## config.mk

```make
export PLATFORM = sky130hd
export DESIGN_NAME = jk_excite_gen
export DESIGN_NICKNAME = d
export VERILOG_FILES = /design/src/rtl/jk_excite_gen.sv
export SDC_FILE = /design/constraint.sdc
export NUM_CORES = 1
export LEC_CHECK = 0
export CORE_MARGIN = 2
export CORE_UTILIZATION = 49
export CTS_BUF_LIST = sky130_fd_sc_hd__clkbuf_4 sky130_fd_sc_hd__clkbuf_8
export DETAILED_ROUTE_END_ITERATION = 8
export PLACE_DENSITY = 0.77
export SLEW_MARGIN = 10
export SYNTH_ARGS = -nofsm -noshare
export SYNTH_HDL_FRONTEND = slang
export SYNTH_SLANG_ARGS = --single-unit
```

## constraint.sdc

```tcl
create_clock -name clk -period 1.9 [get_ports clk]
set_input_delay 0.38 -clock clk [delete_from_list [all_inputs] [get_ports clk]]
set_output_delay 0.38 -clock clk [all_outputs]
set_load 0.005 [all_outputs]
```

## src/rtl/jk_excite_gen.sv

```systemverilog
// JK flip-flop excitation generator: queues target Q bits, drives J/K to reach each
// target on an external same-clock JK flip-flop, then checks the result and counts mismatches.
module jk_excite_gen #(
  parameter int DEPTH = 4,
  parameter int CNT_W = 8
) (
  input  logic             clk,
  input  logic             rst,
  input  logic             tgt_valid,
  input  logic             tgt_bit,
  output logic             tgt_ready,
  input  logic             q_in,
  output logic             j,
  output logic             k,
  input  logic             err_clr,
  output logic             chk_valid,
  output logic             chk_ok,
  output logic [CNT_W-1:0] err_cnt,
  output logic             busy
);

  localparam int AW = $clog2(DEPTH);
  localparam logic [AW:0]      FULL_CNT = (AW+1)'(DEPTH);
  localparam logic [AW:0]      CNT_ONE  = (AW+1)'(1'b1);
  localparam logic [AW-1:0]    PTR_ONE  = AW'(1'b1);
  localparam logic [CNT_W-1:0] ERR_ONE  = CNT_W'(1'b1);
  localparam logic [CNT_W-1:0] ERR_MAX  = {CNT_W{1'b1}};

  typedef enum logic [1:0] {
    ST_IDLE  = 2'd0,
    ST_DRIVE = 2'd1,
    ST_CHECK = 2'd2
  } state_t;

  // Excitation map {j,k}; don't-cares resolved to 0 so toggle is never requested.
  function automatic logic [1:0] jk_excite(input logic q, input logic t);
    logic [1:0] jk;
    case ({q, t})
      2'b01:   jk = 2'b10;
      2'b10:   jk = 2'b01;
      default: jk = 2'b00;
    endcase
    return jk;
  endfunction

  state_t           state_q, state_d;
  logic [DEPTH-1:0] mem_q, mem_d;
  logic [AW-1:0]    wr_ptr_q, wr_ptr_d;
  logic [AW-1:0]    rd_ptr_q, rd_ptr_d;
  logic [AW:0]      count_q, count_d;
  logic             cur_tgt_q, cur_tgt_d;
  logic             j_q, j_d;
  logic             k_q, k_d;
  logic             chk_valid_q, chk_valid_d;
  logic             chk_ok_q, chk_ok_d;
  logic [CNT_W-1:0] err_cnt_q, err_cnt_d;

  logic             fifo_empty_s;
  logic             fifo_full_s;
  logic             push_s;
  logic             pop_s;
  logic             head_s;
  logic             mismatch_s;
  logic [1:0]       jk_load_s;

  assign fifo_empty_s = (count_q == '0);
  assign fifo_full_s  = (count_q == FULL_CNT);
  assign tgt_ready    = rst & ~fifo_full_s;
  assign busy         = rst & ((state_q != ST_IDLE) | ~fifo_empty_s);
  assign push_s       = tgt_valid & tgt_ready;
  // A pop happens wherever a new bit can be launched: from IDLE, or straight out of CHECK.
  assign pop_s        = ~fifo_empty_s & ((state_q == ST_IDLE) | (state_q == ST_CHECK));
  assign head_s       = mem_q[rd_ptr_q];
  assign jk_load_s    = jk_excite(q_in, head_s);
  assign mismatch_s   = (state_q == ST_CHECK) & (q_in != cur_tgt_q);

  assign j         = j_q;
  assign k         = k_q;
  assign chk_valid = chk_valid_q;
  assign chk_ok    = chk_ok_q;
  assign err_cnt   = err_cnt_q;

  // Sequencer next state: launch, drive for one cycle, then check and relaunch.
  always_comb begin
    state_d     = state_q;
    j_d         = 1'b0;
    k_d         = 1'b0;
    cur_tgt_d   = cur_tgt_q;
    chk_valid_d = 1'b0;
    chk_ok_d    = chk_ok_q;
    case (state_q)
      ST_IDLE: begin
        if (pop_s) begin
          state_d    = ST_DRIVE;
          {j_d, k_d} = jk_load_s;
          cur_tgt_d  = head_s;
        end else begin
          state_d = ST_IDLE;
        end
      end
      ST_DRIVE: begin
        state_d = ST_CHECK;
      end
      ST_CHECK: begin
        chk_valid_d = 1'b1;
        chk_ok_d    = (q_in == cur_tgt_q);
        if (pop_s) begin
          state_d    = ST_DRIVE;
          {j_d, k_d} = jk_load_s;
          cur_tgt_d  = head_s;
        end else begin
          state_d = ST_IDLE;
        end
      end
      default: begin
        state_d = ST_IDLE;
      end
    endcase
  end

  // Target FIFO pointers, storage and occupancy.
  always_comb begin
    mem_d    = mem_q;
    wr_ptr_d = wr_ptr_q;
    rd_ptr_d = rd_ptr_q;
    count_d  = count_q;
    if (push_s) begin
      mem_d[wr_ptr_q] = tgt_bit;
      wr_ptr_d        = wr_ptr_q + PTR_ONE;
    end else begin
      wr_ptr_d = wr_ptr_q;
    end
    if (pop_s) begin
      rd_ptr_d = rd_ptr_q + PTR_ONE;
    end else begin
      rd_ptr_d = rd_ptr_q;
    end
    case ({push_s, pop_s})
      2'b10:   count_d = count_q + CNT_ONE;
      2'b01:   count_d = count_q - CNT_ONE;
      default: count_d = count_q;
    endcase
  end

  // Saturating mismatch counter; a clear request overrides a simultaneous mismatch.
  always_comb begin
    err_cnt_d = err_cnt_q;
    if (err_clr) begin
      err_cnt_d = '0;
    end else if (mismatch_s && (err_cnt_q != ERR_MAX)) begin
      err_cnt_d = err_cnt_q + ERR_ONE;
    end else begin
      err_cnt_d = err_cnt_q;
    end
  end

  // State registers with synchronous active-low reset.
  always_ff @(posedge clk) begin
    if (!rst) begin
      state_q     <= ST_IDLE;
      mem_q       <= '0;
      wr_ptr_q    <= '0;
      rd_ptr_q    <= '0;
      count_q     <= '0;
      cur_tgt_q   <= 1'b0;
      j_q         <= 1'b0;
      k_q         <= 1'b0;
      chk_valid_q <= 1'b0;
      chk_ok_q    <= 1'b0;
      err_cnt_q   <= '0;
    end else begin
      state_q     <= state_d;
      mem_q       <= mem_d;
      wr_ptr_q    <= wr_ptr_d;
      rd_ptr_q    <= rd_ptr_d;
      count_q     <= count_d;
      cur_tgt_q   <= cur_tgt_d;
      j_q         <= j_d;
      k_q         <= k_d;
      chk_valid_q <= chk_valid_d;
      chk_ok_q    <= chk_ok_d;
      err_cnt_q   <= err_cnt_d;
    end
  end

endmodule

```

==> results of run 1 <==
area by class of cell:
| cell class | count | area, um2 | share of cell area (%) |
|---|---|---|---|
| clock buffers | 4 | 36.28 | 2.184 |
| inverters | 9 | 33.78 | 2.033 |
| multi-input cells | 95 | 701.9 | 42.24 |
| flip-flops and latches | 26 | 529.3 | 31.85 |
| well taps | 30 | 37.54 | 2.259 |
| repair buffers | 35 | 322.8 | 19.43 |
cells by family (layout without fill, tap and decap cells):
kind of cell | count (synthesis) | after routing | share of synthesized area [%]
AOI/OAI and AO/OA | 17 | 17 | 9.630
DFF | 26 | 26 | 41.73
and+or+nand+nor | 52 | 52 | 21.77
xor gates and xnor gates | 10 | 10 | 7.022
adders and majority gates | 9 | 9 | 9.629
buffers and inverters | 12 | 48 | 3.611
muxes | 7 | 7 | 6.620
timing repair:
action	in CTS	in global routing
setup buffers	3	1
resized for setup	7	0
setup endpoints to repair	3	3
pin swaps	1	1
sequential cells by signal, indices dropped and copies added, names as in the netlist:
| signal | count |
|---|---|
| err_cnt | 8 |
| chk_ok | 1 |
| state_q | 2 |
| rd_ptr_q | 2 |
| wr_ptr_q | 2 |
| mem_q | 4 |
| chk_valid | 1 |
| k | 1 |
| count_q | 3 |
| cur_tgt_q | 1 |
| j | 1 |
layer usage:
metal / track usage [%] / wire [um] / share of wire, % / vias up
li1: - / - / - / 532
met1: 21.88 / 1001 / 42 / 484
met2: 35.74 / 1280 / 53 / 28
met3: 3.552 / 90 / 3.7 / 6
met4: 8.750 / 28 / 1.2 / 0
met5: 0 / 0 / 0 / -
worst max path at each step:
stage,startpoint,endpoint,depth (start not counted)
2_1_floorplan,count_q[2],count_q[2],8
3_3_place_gp,tgt_valid,count_q[2],8
3_5_place_dp,tgt_valid,count_q[2],8
4_1_cts,count_q[0],count_q[2],8
5_1_grt,count_q[2],count_q[2],8
6_report,count_q[2],count_q[2],8
synthesized netlist by cell type (all sizes together), types with 2 or more instances:
cell     n
a21boi   3
a21oi    2
and2     6
clkbuf   2
dfxtp   26
ha       8
inv      9
mux2i    6
nand2   11
nand2b   2
nand3    7
nand4    2
nor2    10
nor2b    2
nor3b    4
nor4     3
o21ai    6
or3      2
xnor2    3
xor2     7
per-stage QoR:
stage                     util, %  instances
after CTS                   67.38        198
final                       67.69        199
after detailed placement    64.17        191
after global placement      64.17        191
after global routing        67.69        199
after floorplan                 -        133
power groups by stage:
stage	clock network [mW]	logic, mW	registers, mW
after floorplan	0	0.362	0.704
after global placement	0	0.594	0.720
after detailed placement	0	0.616	0.723
after CTS	0.291	0.688	0.701
after global routing	0.308	0.796	0.716
final	0.279	0.711	0.704
==> impl_metrics.env, run 1 <==
export IMPL_status="finished, violations left"
export IMPL_violations="negative setup slack"
export IMPL_routabilityCongestion=0.7417
export IMPL_rr_startpoint="count_q[2]"
export IMPL_netlist_area_mm2=0.001247
export IMPL_ctsLongestPathBuffers=2
export IMPL_syn2layout_area_growth_pct=33.20
export IMPL_final_layout_size_suffix_gt1_share_pct=18.34
export IMPL_powerDensity_mw_per_mm2=1019
export IMPL_tightest_slew_ns=0.3769
export IMPL_antenna_found_initial=0
export IMPL_root_buffer="clkbuf_4"
export IMPL_synth_top_area_share_pct=41.73
export IMPL_worstPathBufferInverterCount=2
export IMPL_internal_power_mw=1.148
export IMPL_fp_dieH_um=54.46
export IMPL_grt_ovfl_total=0
export IMPL_placed_area_mm2=0.001575
export IMPL_cpMostUsedCell="inv_2"
export IMPL_min_period_ns=1.975
export IMPL_ir_drop_mv=0.7742
export IMPL_cp_data_required_time_ns=2.16
export IMPL_rr_worst_depth=8
export IMPL_syn_avg_cell_area_um2=9.379
export IMPL_ys_types=32
export IMPL_cap_violations=0
export IMPL_slew_headroom_pct=74.64
export IMPL_p_comb_share_pct=42.0
export IMPL_async_flop_share_pct=0
export IMPL_p_seq_share_pct=41.5
export IMPL_drt_vias_per_instance=5.276
export IMPL_r2r_slack_ns=-0.08
export IMPL_worst_setup_path_start_kind="flop"
export IMPL_hold_viol_final=0
export IMPL_track_usage_pct=19.57
export IMPL_cts_buffers=3
export IMPL_max_freq_ghz=0.5062
export IMPL_timing_hold_ws_ns=0.4641
export IMPL_fin_skew_ns=0.007005
export IMPL_antenna_cells=0
export IMPL_seq_area_frac_synth_pct=41.73
export IMPL_r2r_end="count_q[2]"
export IMPL_setup_tns_ns=-0.07535
export IMPL_cts_tree="built"
export IMPL_ys_ff_latch=26
export IMPL_cts_sinks=26
export IMPL_synth_area_leaders="dfxtp_1, ha_1, xor2_1, mux2i_1, nand2_1"
export IMPL_synth_edf_count=0
export IMPL_synth_ff_type="dfxtp_1"
export IMPL_fin_area_mm2=0.001662
export IMPL_whs_path_depth=1
export IMPL_critical_path_top_delay_family="adder cells"
export IMPL_wl_per_cell_um=12.07
export IMPL_crit_path_end_kind="flop"
export IMPL_cts_htree_levels=1
export IMPL_yosysTopAreaCell="dfxtp_1"
export IMPL_grt_pass1_vias=1006
export IMPL_final_cell_mix="dfxtp_1, clkdlybuf4s50_1, buf_4"
export IMPL_routed_via_count=1050
export IMPL_start_util_pct=50.82
export IMPL_cp_arrival_ns=2.23
export IMPL_worst_setup_path_type="flop to flop"
export IMPL_ys_warn_count=0
export IMPL_net_switching_power_mw=0.5453
export IMPL_dp_slack_ns=-0.3934
export IMPL_grt_max_degree=15
export IMPL_period_share_pct=104.0
export IMPL_fillCellCount=194
export IMPL_cpPeakStageDelay_ns=0.39
export IMPL_route_detailed_drc=0
export IMPL_path_max_fanout=3
export IMPL_die_area_mm2=0.002965
export IMPL_hold_end="state_q[1]"
export IMPL_drt_total_wl_mm=2.401
export IMPL_cellLeakagePower_nw=0.6723
export IMPL_path_cells="inv_2 > o311ai_4 > ha_2 > inv_2 > fa_2 > xor2_1 > or3_1 > a21boi_1"
export IMPL_fin_ws_ns=-0.07535
export IMPL_clk_pin_slew_ns=0.13
export IMPL_drtIter0Drc=6
export IMPL_slowest_stage="dfxtp_2"
export IMPL_netlist_instances=133
export IMPL_report_final_slew_viol_count=0
export IMPL_hpwl_mm=1.790
export IMPL_io_pins=20
export IMPL_setup_violations=1
export IMPL_ant_nets=0
export IMPL_layout_commonest_cell="dfxtp_1"
export IMPL_rsz0062_at_grt="yes"
export IMPL_port_buffers=19
export IMPL_nets=185
export IMPL_core_mm2=0.002455
export IMPL_switching_share_pct=32.19
export IMPL_rows=18
export IMPL_power_frac_clock_pct=16.5
export IMPL_holdCritPathClass="flop to flop"
export IMPL_clk_latency_ns=0.32
export IMPL_total_power_mw=1.694
export IMPL_dr_pass1_iters=5
export IMPL_syn_num_nets=148
export IMPL_grt_pass1_wl_mm=4.160
export IMPL_chipWidth_um=54.46
export IMPL_hold_buffers=0
export IMPL_hold_start="state_q[1]"
No activity file was read; power rests on OpenSTA's default activity.
==> inputs of run 2 (changes only) <==
Settings changed: CAP_MARGIN set to 10, CORE_UTILIZATION 49 to 25, PLACE_DENSITY 0.77 to not set.
==> run 2 against run 1 <==
Compared with the run above:
- the flow still finishes with violations (negative setup slack)
- count of clock-buffer cells in the layout down 1
- sequential share of layout area fell by 1.2 points
- routed wire length down 0.42%
- critical endpoint unchanged
- die area up 88%
- non-clock buffer count did not move
- clock skew down 0.0028 ns
- largest power group is now sequential cells
- critical path depth shrank 1
- largest cell class unchanged
- clock power grew 67%
==> impl_metrics.env, run 2 (same netlist as run 1, synthesis figures left out) <==
export IMPL_status="finished, violations left"
export IMPL_violations="negative setup slack"
export IMPL_whs_path_depth=1
export IMPL_net_switching_power_mw=0.5372
export IMPL_cpPeakStageDelay_ns=0.38
export IMPL_grt_max_degree=16
export IMPL_ir_drop_mv=0.4965
export IMPL_hold_start="state_q[1]"
export IMPL_routabilityCongestion=0.7831
export IMPL_dp_slack_ns=-0.4386
export IMPL_route_detailed_drc=0
export IMPL_hold_end="state_q[1]"
export IMPL_grt_ovfl_total=0
export IMPL_root_buffer="clkbuf_8"
export IMPL_cp_arrival_ns=2.12
export IMPL_worst_setup_path_type="flop to flop"
export IMPL_io_pins=20
export IMPL_cap_violations=0
export IMPL_clk_pin_slew_ns=0.09
export IMPL_fin_skew_ns=0.004230
export IMPL_core_mm2=0.004755
export IMPL_layout_commonest_cell="dfxtp_1"
export IMPL_fp_dieH_um=74.64
export IMPL_final_layout_size_suffix_gt1_share_pct=18.93
export IMPL_setup_tns_ns=-0.005322
export IMPL_ctsLongestPathBuffers=2
export IMPL_antenna_cells=0
export IMPL_nets=185
export IMPL_slowest_stage="dfxtp_4"
export IMPL_cellLeakagePower_nw=0.6803
export IMPL_power_frac_clock_pct=25.7
export IMPL_chipWidth_um=74.64
export IMPL_report_final_slew_viol_count=0
export IMPL_ant_nets=0
export IMPL_holdCritPathClass="flop to flop"
export IMPL_clk_latency_ns=0.28
export IMPL_min_period_ns=1.905
export IMPL_fin_area_mm2=0.001729
export IMPL_fillCellCount=506
export IMPL_timing_hold_ws_ns=0.4613
export IMPL_cp_data_required_time_ns=2.11
export IMPL_rsz0062_at_grt="yes"
export IMPL_setup_violations=1
export IMPL_tightest_slew_ns=0.3464
export IMPL_drt_total_wl_mm=2.391
export IMPL_hpwl_mm=1.811
export IMPL_path_max_fanout=5
export IMPL_p_comb_share_pct=35.7
export IMPL_start_util_pct=26.24
export IMPL_cts_tree="built"
export IMPL_placed_area_mm2=0.001644
export IMPL_port_buffers=19
export IMPL_cts_buffers=3
export IMPL_powerDensity_mw_per_mm2=1048
export IMPL_path_cells="o311ai_4 > ha_2 > inv_2 > fa_2 > xor2_1 > or3_1 > a21boi_1"
export IMPL_fin_ws_ns=-0.005322
export IMPL_cts_sinks=26
export IMPL_dr_pass1_iters=4
export IMPL_cts_htree_levels=1
export IMPL_final_cell_mix="dfxtp_1, clkdlybuf4s50_1, buf_4"
export IMPL_routed_via_count=1025
export IMPL_internal_power_mw=1.275
export IMPL_hold_viol_final=0
export IMPL_antenna_found_initial=0
export IMPL_r2r_end="count_q[2]"
export IMPL_worst_setup_path_start_kind="flop"
export IMPL_track_usage_pct=9.688
export IMPL_r2r_slack_ns=-0.005
export IMPL_grt_pass1_vias=979
export IMPL_grt_pass1_wl_mm=4.160
export IMPL_p_seq_share_pct=38.6
export IMPL_largest_reg_flops=8
export IMPL_crit_path_end_kind="flop"
export IMPL_syn2layout_area_growth_pct=38.62
export IMPL_die_area_mm2=0.005571
export IMPL_rows=25
export IMPL_rr_worst_depth=7
export IMPL_drt_vias_per_instance=4.343
export IMPL_slew_headroom_pct=76.70
export IMPL_period_share_pct=100.3
export IMPL_rr_startpoint="count_q[0]"
export IMPL_max_freq_ghz=0.5248
export IMPL_switching_share_pct=29.65
export IMPL_wl_per_cell_um=10.13
export IMPL_drtIter0Drc=27
==> run 2: cell count changes in the layout (fill, tap and decap cells not counted), sizes merged <==
cell | previous run | this run
dlygate4sd2 | 3 | 2
clkdlybuf4s15 | 0 | 1
bufinv | 0 | 1
clkbuf | 4 | 3
==> run 2: layer usage <==
layer / up-vias / global-route usage, % / part of all wire, %
met5: - / 0 / 0
met4: 0 / 4.762 / 2.0
li1: 528 / - / -
met3: 5 / 2.945 / 4.5
met2: 20 / 15.63 / 46
met1: 472 / 11.76 / 48
==> run 2: through the flow <==
step           util, %  total power, mW  instances
2_1_floorplan        -            1.066        133
3_3_place_gp     34.58            1.355        231
3_5_place_dp     34.58            1.356        231
4_1_cts          36.37            1.838        236
5_1_grt          36.37            1.951        236
6_report         36.37            1.812        236
==> run 2: how the worst max path moves through the flow <==
stage,startpoint,end,slack [ns],cells after the start
floorplan,count_q[2],count_q[2],-0.004,8
detailed placement,rst,count_q[2],-0.44,8
CTS,count_q[0],count_q[2],-0.006,7
global placement,rst,count_q[2],-0.39,8
finish,count_q[0],count_q[2],-0.005,7
global route,count_q[0],count_q[2],-0.12,7
==> run 2: power groups by stage <==
stage               sequential (mW)  clock [mW]  combinational (mW)
floorplan                     0.704           0               0.362
global placement              0.712           0               0.644
detailed placement            0.709           0               0.647
CTS                           0.702       0.482               0.654
global route                  0.713       0.504               0.734
finish                        0.700       0.465               0.647
==> run 2: what timing repair did <==
action                     in CTS  in global routing
setup endpoints to repair       3                  1
resized for setup               9                  0
buffers inserted                1                  0
hold buffers                    0                  0
pin swaps                       2                  0
==> run 2: critical path, delay by kind of cell (launching register included) <==
kind	cells	cell delay, ns
fa+ha+maj	2	0.55
compound gates	2	0.41
flops	1	0.38
simple gates	1	0.30
xor+xnor	1	0.16
buf+inv	1	0.04
==> run 2: final cells by class <==
cell class                      count  area, um2  share of cell area [%]
Clock buffer                        3      41.29                   2.388
Clock inverter                      1      30.03                   1.737
Inverter                            9      33.78                   1.954
Multi-Input combinational cell     95      701.9                   40.59
Sequential cell                    26      529.3                   30.61
Tap cell                           67      83.83                   4.848
Timing Repair Buffer               35      309.0                   17.87
==> inputs of run 3 (changes only) <==
Settings changed: ABC_AREA set to 1.
Clock period 1.9 ns to 1.7 ns, I/O delays scaled along.
==> run 3 against run 2 <==
Compared with the run above:
- count of clock-buffer cells in the layout up 1
- critical path depth fell by 2
- the flow now finishes without violations
- critical endpoint is now busy
- global-route usage increased by 0.12 points
- clock skew fell by 0.0020 ns
- largest power group is now combinational cells
- via count grew 21%
==> impl_metrics.env, run 3 <==
export IMPL_report_final_slew_viol_count=0
export IMPL_cts_sinks=26
export IMPL_nets=241
export IMPL_cts_tree="built"
export IMPL_slew_headroom_pct=83.03
export IMPL_r2r_slack_ns=0.11
export IMPL_ys_warn_count=0
export IMPL_yosysTopAreaCell="dfxtp_1"
export IMPL_grt_pass1_wl_mm=4.947
export IMPL_chipWidth_um=78.27
export IMPL_placed_area_mm2=0.001728
export IMPL_hold_start="count_q[0]"
export IMPL_synth_ff_type="dfxtp_1"
export IMPL_netlist_instances=193
export IMPL_drt_vias_per_instance=4.178
export IMPL_hpwl_mm=2.099
export IMPL_drt_total_wl_mm=2.721
export IMPL_cts_setup_buffers=0
export IMPL_seqCellArea_um2=524.3
export IMPL_hold_buffers=0
export IMPL_rows=27
export IMPL_grt_ovfl_total=0
export IMPL_slowest_stage="dfxtp_2"
export IMPL_cts_htree_levels=1
export IMPL_synth_area_leaders="dfxtp_1, nand2_1, nor2_1, ha_1, inv_1"
export IMPL_rr_worst_depth=12
export IMPL_timing_hold_ws_ns=0.4382
export IMPL_start_util_pct=25.51
export IMPL_cellLeakagePower_nw=0.7886
export IMPL_drtIter0Drc=29
export IMPL_fin_skew_ns=0.002250
export IMPL_largest_reg_flops=8
export IMPL_cp_data_required_time_ns=1.36
export IMPL_cpPeakStageDelay_ns=0.34
export IMPL_route_detailed_drc=0
export IMPL_hold_end="count_q[0]"
export IMPL_dr_pass1_iters=6
export IMPL_fp_dieH_um=78.27
export IMPL_layout_commonest_cell="nand2_1"
export IMPL_path_max_fanout=3
export IMPL_powerDensity_mw_per_mm2=1184
export IMPL_rr_startpoint="count_q[2]"
export IMPL_ys_types=22
export IMPL_fin_area_mm2=0.001828
export IMPL_max_freq_ghz=0.6179
export IMPL_antenna_found_initial=0
export IMPL_cap_violations=0
export IMPL_ys_ff_latch=26
export IMPL_grt_pass1_vias=1183
export IMPL_seq_area_frac_synth_pct=37.75
export IMPL_synth_edf_count=0
export IMPL_root_buffer="clkbuf_8"
export IMPL_whs_path_depth=1
export IMPL_ir_drop_mv=0.6949
export IMPL_setup_violations=0
export IMPL_clk_latency_ns=0.27
export IMPL_total_power_mw=2.164
export IMPL_die_area_mm2=0.006125
export IMPL_synth_most_common_cell="nand2_1"
export IMPL_syn_num_nets=208
export IMPL_status="finished clean"
export IMPL_crit_path_end_kind="output port"
export IMPL_worst_setup_path_type="flop to output port"
export IMPL_multi_input_area_um2=758.2
export IMPL_syn2layout_area_growth_pct=32.58
export IMPL_ctsLongestPathBuffers=2
export IMPL_antenna_cells=0
export IMPL_synth_top_area_share_pct=37.75
export IMPL_port_buffers=19
export IMPL_rsz0062_at_grt="yes"
export IMPL_critical_path_top_delay_family="buffers and inverters"
export IMPL_worst_setup_path_start_kind="flop"
export IMPL_ant_nets=0
export IMPL_final_cell_mix="nand2_1, nor2_1, inv_1"
export IMPL_period_share_pct=95.19
export IMPL_routed_via_count=1241
export IMPL_clk_pin_slew_ns=0.09
export IMPL_stdcell_count=297
export IMPL_routabilityCongestion=0.7764
export IMPL_io_pins=20
export IMPL_path_cells="inv_2 > nand3_4 > o31ai_2 > inv_1 > dlygate4sd2_1"
export IMPL_fillCellCount=577
export IMPL_hold_viol_final=0
export IMPL_dp_cells=293
export IMPL_wl_per_cell_um=9.162
export IMPL_postLayoutCoreUtil_pct=33.82
export IMPL_tightest_slew_ns=0.2545
export IMPL_cts_buffers=3
export IMPL_ys_top_cells_by_count="nand2_1, nor2_1, dfxtp_1, inv_1, a21oi_1"
export IMPL_track_usage_pct=9.809
export IMPL_cp_arrival_ns=1.28
export IMPL_r2r_end="count_q[2]"
export IMPL_worstPathBufferInverterCount=3
export IMPL_grt_max_degree=15
export IMPL_min_period_ns=1.618
export IMPL_final_layout_size_suffix_gt1_share_pct=18.67
export IMPL_core_mm2=0.005405
export IMPL_async_flop_share_pct=0
export IMPL_holdCritPathClass="flop to flop"
export IMPL_syn_avg_cell_area_um2=7.144
export IMPL_netlist_area_mm2=0.001379
==> run 3: cell count changes after synthesis, sizes merged, moves of 6 or more <==
cell,previous run,this run
a21oi,2,13
inv,9,33
nand2,11,42
and2,6,0
mux2i,6,0
nor2,10,33
==> run 3: worst reg2reg max path, delay by kind of cell (launching register included) <==
kind | cells | cell delay, ns
adder cells (fa/ha/maj) | 2 | 0.47
flip-flops | 1 | 0.37
AND/OR/NAND/NOR | 5 | 0.36
buffers and inverters | 3 | 0.18
AO/OA/AOI/OAI | 2 | 0.16
==> run 3: kinds of logic (layout without fill, tap and decap cells) <==
group,Yosys count,in the layout,share of synthesized area (%)
buf+inv,36,68,10.53
fa+ha+maj,9,9,8.712
simple gates,93,93,31.49
flops,26,26,37.75
xor+xnor,2,2,1.271
compound gates,27,27,10.25
==> run 3: metrics by stage <==
step	TNS, ns	setup WS (ns)
final	0	0.08169
after global routing	-0.03818	-0.03463
after CTS	0	0.009283
after detailed placement	-1.250	-0.3695
after global placement	-1.091	-0.3110
after floorplan	0	0.02267
==> run 3: how the worst max path moves through the flow <==
stage	slack, ns	from	cells past startpoint	endpoint
floorplan	0.02	count_q[0]	11	count_q[2]
global placement	-0.31	rst	10	count_q[2]
detailed placement	-0.37	rst	10	count_q[2]
CTS	0.009	count_q[1]	12	count_q[2]
global route	-0.03	count_q[0]	11	count_q[2]
finish	0.08	count_q[1]	5	busy
==> run 3: repair_timing <==
| action | 4_1_cts | 5_1_grt |
|---|---|---|
| setup endpoints to repair | 3 | 2 |
| pin swaps | 1 | 4 |
| gates resized for setup | 8 | 10 |
| endpoints found under the hold margin | 0 | 0 |
==> run 3: routing by layer <==
metal	GRT usage (%)	vias to the layer above	part of all wire, %
met4	2.105	0	0.51
met1	11.56	547	48
li1	-	673	-
met3	2.644	2	4.1
met2	17.76	19	48
met5	0	-	0
==> run 3: power by group <==
part | internal (mW) | switching (mW)
clock | 0.207 | 0.199
sequential | 0.727 | 0.101
combinational | 0.436 | 0.494
total | 1.37 | 0.794
==> run 3: area by class of cell <==
cell class	count	share of cell area (%)
sequential	26	28.68
inverter	33	6.776
multi-input combinational	131	41.48
tap	72	4.928
timing repair buffer	31	15.13
clock buffer	4	3.012
